`config.mk`:
```
export PLATFORM = sky130hd
export DESIGN_NAME = conv2_ctrl
export DESIGN_NICKNAME = d
export VERILOG_FILES = /design/src/rtl/conv2_ctrl.sv
export SDC_FILE = /design/constraint.sdc
export NUM_CORES = 1
export LEC_CHECK = 0
export ABC_AREA = 1
export CORE_ASPECT_RATIO = 0.9
export CORE_MARGIN = 8
export CORE_UTILIZATION = 30
export DETAILED_ROUTE_END_ITERATION = 7
export PLACE_DENSITY = 0.52
export SYNTH_ARGS = -nofsm -noshare
export SYNTH_HDL_FRONTEND = slang
export SYNTH_SLANG_ARGS = --single-unit
```
`constraint.sdc`:
```
create_clock -name clk_i -period 3.44 [get_ports clk_i]
set_input_delay 0.516 -clock clk_i [delete_from_list [all_inputs] [get_ports clk_i]]
set_output_delay 0.516 -clock clk_i [all_outputs]
set_load 0.01 [all_outputs]
```
`src/rtl/conv2_ctrl.sv`:
```
// conv2_ctrl: address/strobe sequencer for the Convolution 2 layer.
//
// For every output pixel of every output channel it runs one CLEAR cycle, K*K read cycles,
// READ_LAT drain cycles and one WRITE cycle, producing the input/weight read addresses,
// the MAC clear/enable strobes and the output write strobe/address.
//
// Ports:
//   clk_i      clock, rising edge
//   rst_ni     asynchronous active-low reset; aborts any run
//   start_i    run request, only honoured while idle
//   busy_o     high from the cycle after start is accepted until done
//   done_o     one-cycle pulse after the final output write
//   rd_en_o    input RAM / weight ROM read strobe
//   in_addr_o  input address  (oy+kr)*IN_W + (ox+kc)
//   w_addr_o   weight address ch*K*K + kr*K + kc
//   mac_clr_o  accumulator clear
//   mac_en_o   accumulate; rd_en_o delayed by READ_LAT
//   wr_en_o    output RAM write strobe
//   wr_addr_o  output address oy*OUT_W + ox
//   wr_ch_o    output channel of the current write
//
// Constraints on parameters: OUT_W == IN_W-K+1, 1 <= READ_LAT <= 4.

module conv2_ctrl #(
  parameter int unsigned IN_W     = 12,
  parameter int unsigned K        = 5,
  parameter int unsigned OUT_W    = 8,
  parameter int unsigned N_CH     = 3,
  parameter int unsigned READ_LAT = 1
) (
  input  logic       clk_i,
  input  logic       rst_ni,
  input  logic       start_i,
  output logic       busy_o,
  output logic       done_o,
  output logic       rd_en_o,
  output logic [7:0] in_addr_o,
  output logic [6:0] w_addr_o,
  output logic       mac_clr_o,
  output logic       mac_en_o,
  output logic       wr_en_o,
  output logic [5:0] wr_addr_o,
  output logic [1:0] wr_ch_o
);

  localparam int unsigned KW = (K > 1) ? $clog2(K) : 1;
  localparam int unsigned OW = (OUT_W > 1) ? $clog2(OUT_W) : 1;
  localparam int unsigned CW = (N_CH > 1) ? $clog2(N_CH) : 1;
  localparam int unsigned LW = (READ_LAT > 1) ? $clog2(READ_LAT) : 1;

  localparam logic [KW-1:0] KMax   = KW'(K - 1);
  localparam logic [OW-1:0] OMax   = OW'(OUT_W - 1);
  localparam logic [CW-1:0] ChMax  = CW'(N_CH - 1);
  localparam logic [LW-1:0] LatMax = LW'(READ_LAT - 1);

  typedef enum logic [2:0] {
    StIdle,
    StClear,
    StAccum,
    StDrain,
    StWrite,
    StFinish
  } state_e;

  state_e state_q, state_d;

  logic [KW-1:0] kc_q, kc_d, kr_q, kr_d;
  logic [OW-1:0] ox_q, ox_d, oy_q, oy_d;
  logic [CW-1:0] ch_q, ch_d;
  logic [LW-1:0] lat_q, lat_d;

  logic       busy_q, busy_d;
  logic       done_q, done_d;
  logic       rd_en_q, rd_en_d;
  logic       mac_clr_q, mac_clr_d;
  logic       wr_en_q, wr_en_d;
  logic [7:0] in_addr_q, in_addr_d;
  logic [6:0] w_addr_q, w_addr_d;
  logic [5:0] wr_addr_q, wr_addr_d;
  logic [1:0] wr_ch_q, wr_ch_d;

  logic [READ_LAT-1:0] rd_pipe_q;

  // State and loop counters.
  always_ff @(posedge clk_i or negedge rst_ni) begin
    if (!rst_ni) begin
      state_q <= StIdle;
      kc_q    <= '0;
      kr_q    <= '0;
      ox_q    <= '0;
      oy_q    <= '0;
      ch_q    <= '0;
      lat_q   <= '0;
    end else begin
      state_q <= state_d;
      kc_q    <= kc_d;
      kr_q    <= kr_d;
      ox_q    <= ox_d;
      oy_q    <= oy_d;
      ch_q    <= ch_d;
      lat_q   <= lat_d;
    end
  end

  // Next state and counter advance. Nesting from innermost: kc, kr, ox, oy, ch.
  always_comb begin
    state_d = state_q;
    kc_d    = kc_q;
    kr_d    = kr_q;
    ox_d    = ox_q;
    oy_d    = oy_q;
    ch_d    = ch_q;
    lat_d   = lat_q;
    unique case (state_q)
      StIdle: begin
        if (start_i) state_d = StClear;
      end
      StClear: begin
        state_d = StAccum;
      end
      StAccum: begin
        if (kc_q == KMax) begin
          kc_d = '0;
          if (kr_q == KMax) begin
            kr_d    = '0;
            state_d = StDrain;
          end else begin
            kr_d = kr_q + 1'b1;
          end
        end else begin
          kc_d = kc_q + 1'b1;
        end
      end
      StDrain: begin
        if (lat_q == LatMax) begin
          lat_d   = '0;
          state_d = StWrite;
        end else begin
          lat_d = lat_q + 1'b1;
        end
      end
      StWrite: begin
        if (ox_q == OMax) begin
          ox_d = '0;
          if (oy_q == OMax) begin
            oy_d = '0;
            ch_d = (ch_q == ChMax) ? '0 : ch_q + 1'b1;
          end else begin
            oy_d = oy_q + 1'b1;
          end
        end else begin
          ox_d = ox_q + 1'b1;
        end
        if (ch_q == ChMax && oy_q == OMax && ox_q == OMax) begin
          state_d = StFinish;
        end else begin
          state_d = StClear;
        end
      end
      StFinish: begin
        kc_d    = '0;
        kr_d    = '0;
        ox_d    = '0;
        oy_d    = '0;
        ch_d    = '0;
        lat_d   = '0;
        state_d = StIdle;
      end
      default: begin
        state_d = StIdle;
      end
    endcase
  end

  // Outputs are registered, so they are decoded from the next state and next counters;
  // this way each output register lines up with the state register in the same cycle.
  always_comb begin
    int unsigned row;
    int unsigned col;
    row       = 32'(oy_d) + 32'(kr_d);
    col       = 32'(ox_d) + 32'(kc_d);
    busy_d    = (state_d == StClear) || (state_d == StAccum) ||
                (state_d == StDrain) || (state_d == StWrite);
    done_d    = (state_d == StFinish);
    mac_clr_d = (state_d == StClear);
    rd_en_d   = (state_d == StAccum);
    wr_en_d   = (state_d == StWrite);
    // Addresses hold their last value while their strobe is low.
    in_addr_d = in_addr_q;
    w_addr_d  = w_addr_q;
    wr_addr_d = wr_addr_q;
    wr_ch_d   = wr_ch_q;
    if (rd_en_d) begin
      in_addr_d = 8'(row * IN_W + col);
      w_addr_d  = 7'(32'(ch_d) * K * K + 32'(kr_d) * K + 32'(kc_d));
    end
    if (wr_en_d) begin
      wr_addr_d = 6'(32'(oy_d) * OUT_W + 32'(ox_d));
      wr_ch_d   = 2'(ch_d);
    end
  end

  // Output registers and the mac_en delay line.
  always_ff @(posedge clk_i or negedge rst_ni) begin
    if (!rst_ni) begin
      busy_q    <= 1'b0;
      done_q    <= 1'b0;
      rd_en_q   <= 1'b0;
      mac_clr_q <= 1'b0;
      wr_en_q   <= 1'b0;
      in_addr_q <= '0;
      w_addr_q  <= '0;
      wr_addr_q <= '0;
      wr_ch_q   <= '0;
      rd_pipe_q <= '0;
    end else begin
      busy_q       <= busy_d;
      done_q       <= done_d;
      rd_en_q      <= rd_en_d;
      mac_clr_q    <= mac_clr_d;
      wr_en_q      <= wr_en_d;
      in_addr_q    <= in_addr_d;
      w_addr_q     <= w_addr_d;
      wr_addr_q    <= wr_addr_d;
      wr_ch_q      <= wr_ch_d;
      rd_pipe_q[0] <= rd_en_q;
      for (int i = 1; i < int'(READ_LAT); i++) begin
        rd_pipe_q[i] <= rd_pipe_q[i-1];
      end
    end
  end

  assign busy_o    = busy_q;
  assign done_o    = done_q;
  assign rd_en_o   = rd_en_q;
  assign in_addr_o = in_addr_q;
  assign w_addr_o  = w_addr_q;
  assign mac_clr_o = mac_clr_q;
  assign mac_en_o  = rd_pipe_q[READ_LAT-1];
  assign wr_en_o   = wr_en_q;
  assign wr_addr_o = wr_addr_q;
  assign wr_ch_o   = wr_ch_q;

endmodule

```
==> run_results.csv <==
group,metric,value,unit
sta,hold_viol,0,
power,p_comb_share,1.2,%
synth,ys_ff_latch,46,
synth,ys_seq_area_share,39.3,%
global_routing,grt_pass1_wl,10.4,mm
sta,finalSetupViolCount,0,
finish,multi_input_area,1770,um2
worst_hold_path,hp-class,"in2async",
detailed_routing,drt_pass1_iterations,4,
synth,ys_warn_count,0,
finish,syn2layout_area_growth,36.3,%
sta,grt_setup_unrepaired,"yes",
detailed_routing,drc,0,
cts,cts_hold_buf,0,
global_routing,grt_pass1_vias,2277,
power,finalPower,1.06,mW
sta,finalMaxSlewViolations,0,
placed_design,dp_cells,520,
detailed_routing,vias_per_cell,4.43,
cts,clk_pin_slew_worst_paths,90,ps
power,power_frac_clock,47.8,%
cts,numCtsBuffers,5,
power,power.switching,0.208,mW
floorplan,dieWidth,120,um
cts,cts_sinks,46,
sta,post-route-period-util,96.2,%
floorplan,die_h,110,um
worst_setup_path,startpoint_type,"register",
synth,synth_cell_type_count,30,
finish,diodes,0,
power,ir_worst_vdd,145,uV
sta,min_period,3310,ps
synth,syn_area,2930,um2
global_routing,track_usage,9.80,%
synth,synthTopCellsByArea,"dfrtp_1 39%, ha_1 16%, nand2_1 12%",
detailed_routing,drt_wl_total,6.44,mm
finish,drive_above_1_share,27.8,%
sta,fin_skew,2.71,ps
worst_setup_path,crit_path_end_kind,"register",
floorplan,core,9570,um2
sta,max_freq,0.302,GHz
finish,fill_cells,949,
worst_setup_path,worstPathArrival,3510,ps
finish,seqCellArea,1150,um2
power,seqPwrFrac,51.0,%
global_routing,grt_overflow,0,
power,p_int,0.852,mW
worst_setup_path,path_class,"reg2reg",
detailed_routing,vias,2390,
placed_design,place_congestion,0.803,
detailed_routing,drtAntennaViolNets,0,
global_routing,grt_max_degree,29,
synth,syn_inst,343,
sta,hold_slack,229,ps
run_status,status,"complete, no violations",
floorplan,ioPinCount,32,
finish,design_area,4000,um2
cts,ctsHtreeMaxLevel,2,
worst_setup_path,cp.required,3640,ps
finish,layoutNonFillerInstCount,539,
job,drv_cap,0,
finish,nets,460,
synth,avgSynthCellArea,8.55,um2
placed_design,dpl.hpwl,4.95,mm
cts,cts_max_path_buffers,2,
placed_design,dpl_cell_area,3540,um2
synth,yosys.area.top_type,"dfrtp_1",
floorplan,start_util,30.6,%
detailed_routing,drt-initial-drc-count,56,
power,swShare,19.6,%
power,p_leak,2.04,nW
detailed_routing,wl_per_cell,11.9,um
worst_setup_path,path_max_fanout,4,
floorplan,fp-row-count,34,
cts,cts_tree,"done",
global_routing,antenna_found_initial,0,
power,powerDensity,265,nW/um2
cts,root_buffer,"clkbuf_8",
cts,clock_latency,300,ps
synth,synth_top_area_share,39.3,%
sta,slew-limit-headroom,55.9,%
placed_design,io_buffers,31,
synth,synth_nets,391,
sta,worst_slew_pin_slew,661,ps
floorplan,dieArea,13200,um2
-- worst paths after layout --
path | startpoint | endpoint | slack, ps | cells past startpoint
min reg2reg | rd_en_o$_DFF_PN0_ | mac_en_o$_DFF_PN0_ | 390 | 0
min | rst_ni | mac_en_o$_DFF_PN0_ | 230 | 1
max in group asynchronous | rst_ni | w_addr_o[4]$_DFFE_PN0P_ | 2490 | 2
max reg2reg | state_q[1]$_DFF_PN0_ | w_addr_o[6]$_DFFE_PN0P_ | 130 | 21
min in group clk_i | rd_en_o$_DFF_PN0_ | mac_en_o$_DFF_PN0_ | 390 | 0
max | state_q[1]$_DFF_PN0_ | w_addr_o[6]$_DFFE_PN0P_ | 130 | 21
-- per-layer routing --
metal / global-route usage (%) / share of wire (%) / up-vias
li1: - / - / 1225
met1: 12.1 / 47 / 1137
met2: 16.6 / 49 / 22
met3: 2.36 / 3.0 / 6
met4: 3.21 / 1.2 / 0
met5: 0 / 0 / -
-- per-stage QoR --
stage	setup WS [ps]	util [%]	TNS [ps]
floorplan	69.6	-	0
global placement	-10.8	37.0	-13.9
detailed placement	-52.4	37.0	-122
CTS	6.30	38.7	0
global route	-87.5	41.8	-167
finish	131	41.8	0
-- cell type report --
cell class	instances	share of cell area, %
timing repair buffer	65	14.0
sequential	46	28.8
multi-input combinational	237	44.3
tap	126	3.94
clock buffer	6	2.07
clock inverter	2	1.50
inverter	57	5.35
-- cell usage after synthesis, drive strengths merged --
cell type,instances
nand3,19
a22o,1
o21a,1
xor2,2
o22a,1
ha,37
nor3,1
or2,3
nand4,5
o21ai,21
o211a,1
a21oi,7
nor4,1
buf,3
nand2,101
inv,57
dfrtp,46
fa,8
nor2,19
o211ai,1
xnor2,5
o22ai,2
a31oi,1
-- critical path: stages, from the launching register on --
cell and delay [ps]:
dfrtp_1 420, inv_2 70, nor2_2 120, nand2_2 120, o21ai_2 200, o21ai_2 80
a21oi_2 120, buf_4 140, ha_4 130, ha_4 110, inv_2 30, fa_2 360
fa_1 530, inv_2 50, ha_4 280, nand2_2 50, inv_2 50, nand4_1 90
nand3_1 100, nand2_1 50, nand3_1 60, nand2_1 50
-- what timing repair did --
action	in CTS	in global routing
gates resized for setup	5	59
endpoints found under the setup margin	4	9
buffers inserted	0	11
pin swaps	0	23
-- power groups by stage --
| stage | Combinational (mW) | Clock, mW | Sequential (mW) |
|---|---|---|---|
| 2_1_floorplan | 0.00000130 | 0 | 0.551 |
| 3_3_place_gp | 0.0140 | 0 | 0.551 |
| 3_5_place_dp | 0.0143 | 0 | 0.551 |
| 4_1_cts | 0.0143 | 0.517 | 0.540 |
| 5_1_grt | 0.0158 | 0.539 | 0.540 |
| 6_report | 0.0132 | 0.507 | 0.540 |
-- state kept, by name (all words and copies together), names as in the netlist, 2 cells and up --
| signal | cells |
|---|---|
| kr_q | 3 |
| wr_ch_o | 2 |
| w_addr_o | 7 |
| in_addr_o | 8 |
| state_q | 3 |
| ox_q | 3 |
| oy_q | 3 |
| kc_q | 3 |
| wr_addr_o | 6 |
| ch_q | 2 |
-- placed cells by master (no fill, tap or decap), types with 2 or more instances in the layout --
| cell | n |
|---|---|
| xnor2_2 | 2 |
| bufinv_16 | 2 |
| clkdlybuf4s50_1 | 30 |
| o21ai_0 | 10 |
| ha_1 | 22 |
| nor2_2 | 8 |
| xor2_1 | 2 |
| fa_1 | 7 |
| nand3_1 | 18 |
| nand2_1 | 87 |
| nand2_4 | 4 |
| nand4_1 | 5 |
| ha_2 | 7 |
| a21oi_2 | 4 |
| a21oi_1 | 3 |
| buf_4 | 34 |
| ha_4 | 8 |
| inv_1 | 42 |
| xnor2_1 | 3 |
| nand2_2 | 10 |
| o21ai_2 | 9 |
| inv_2 | 15 |
| clkbuf_8 | 6 |
| o21ai_1 | 2 |
| or2_1 | 2 |
| nor2_1 | 11 |
| dfrtp_1 | 46 |
-- kinds of logic (layout without fill, tap and decap cells) --
logic type | after synthesis | count (layout) | synth area share [%]
xor gates and xnor gates | 7 | 7 | 2.09
AOI/OAI and AO/OA | 36 | 36 | 7.77
DFF | 46 | 46 | 39.3
adders and majority gates | 45 | 45 | 21.3
and+or+nand+nor | 149 | 149 | 21.3
buffers and inverters | 60 | 130 | 8.32
Note: power is estimated with default switching activity, not from simulation.
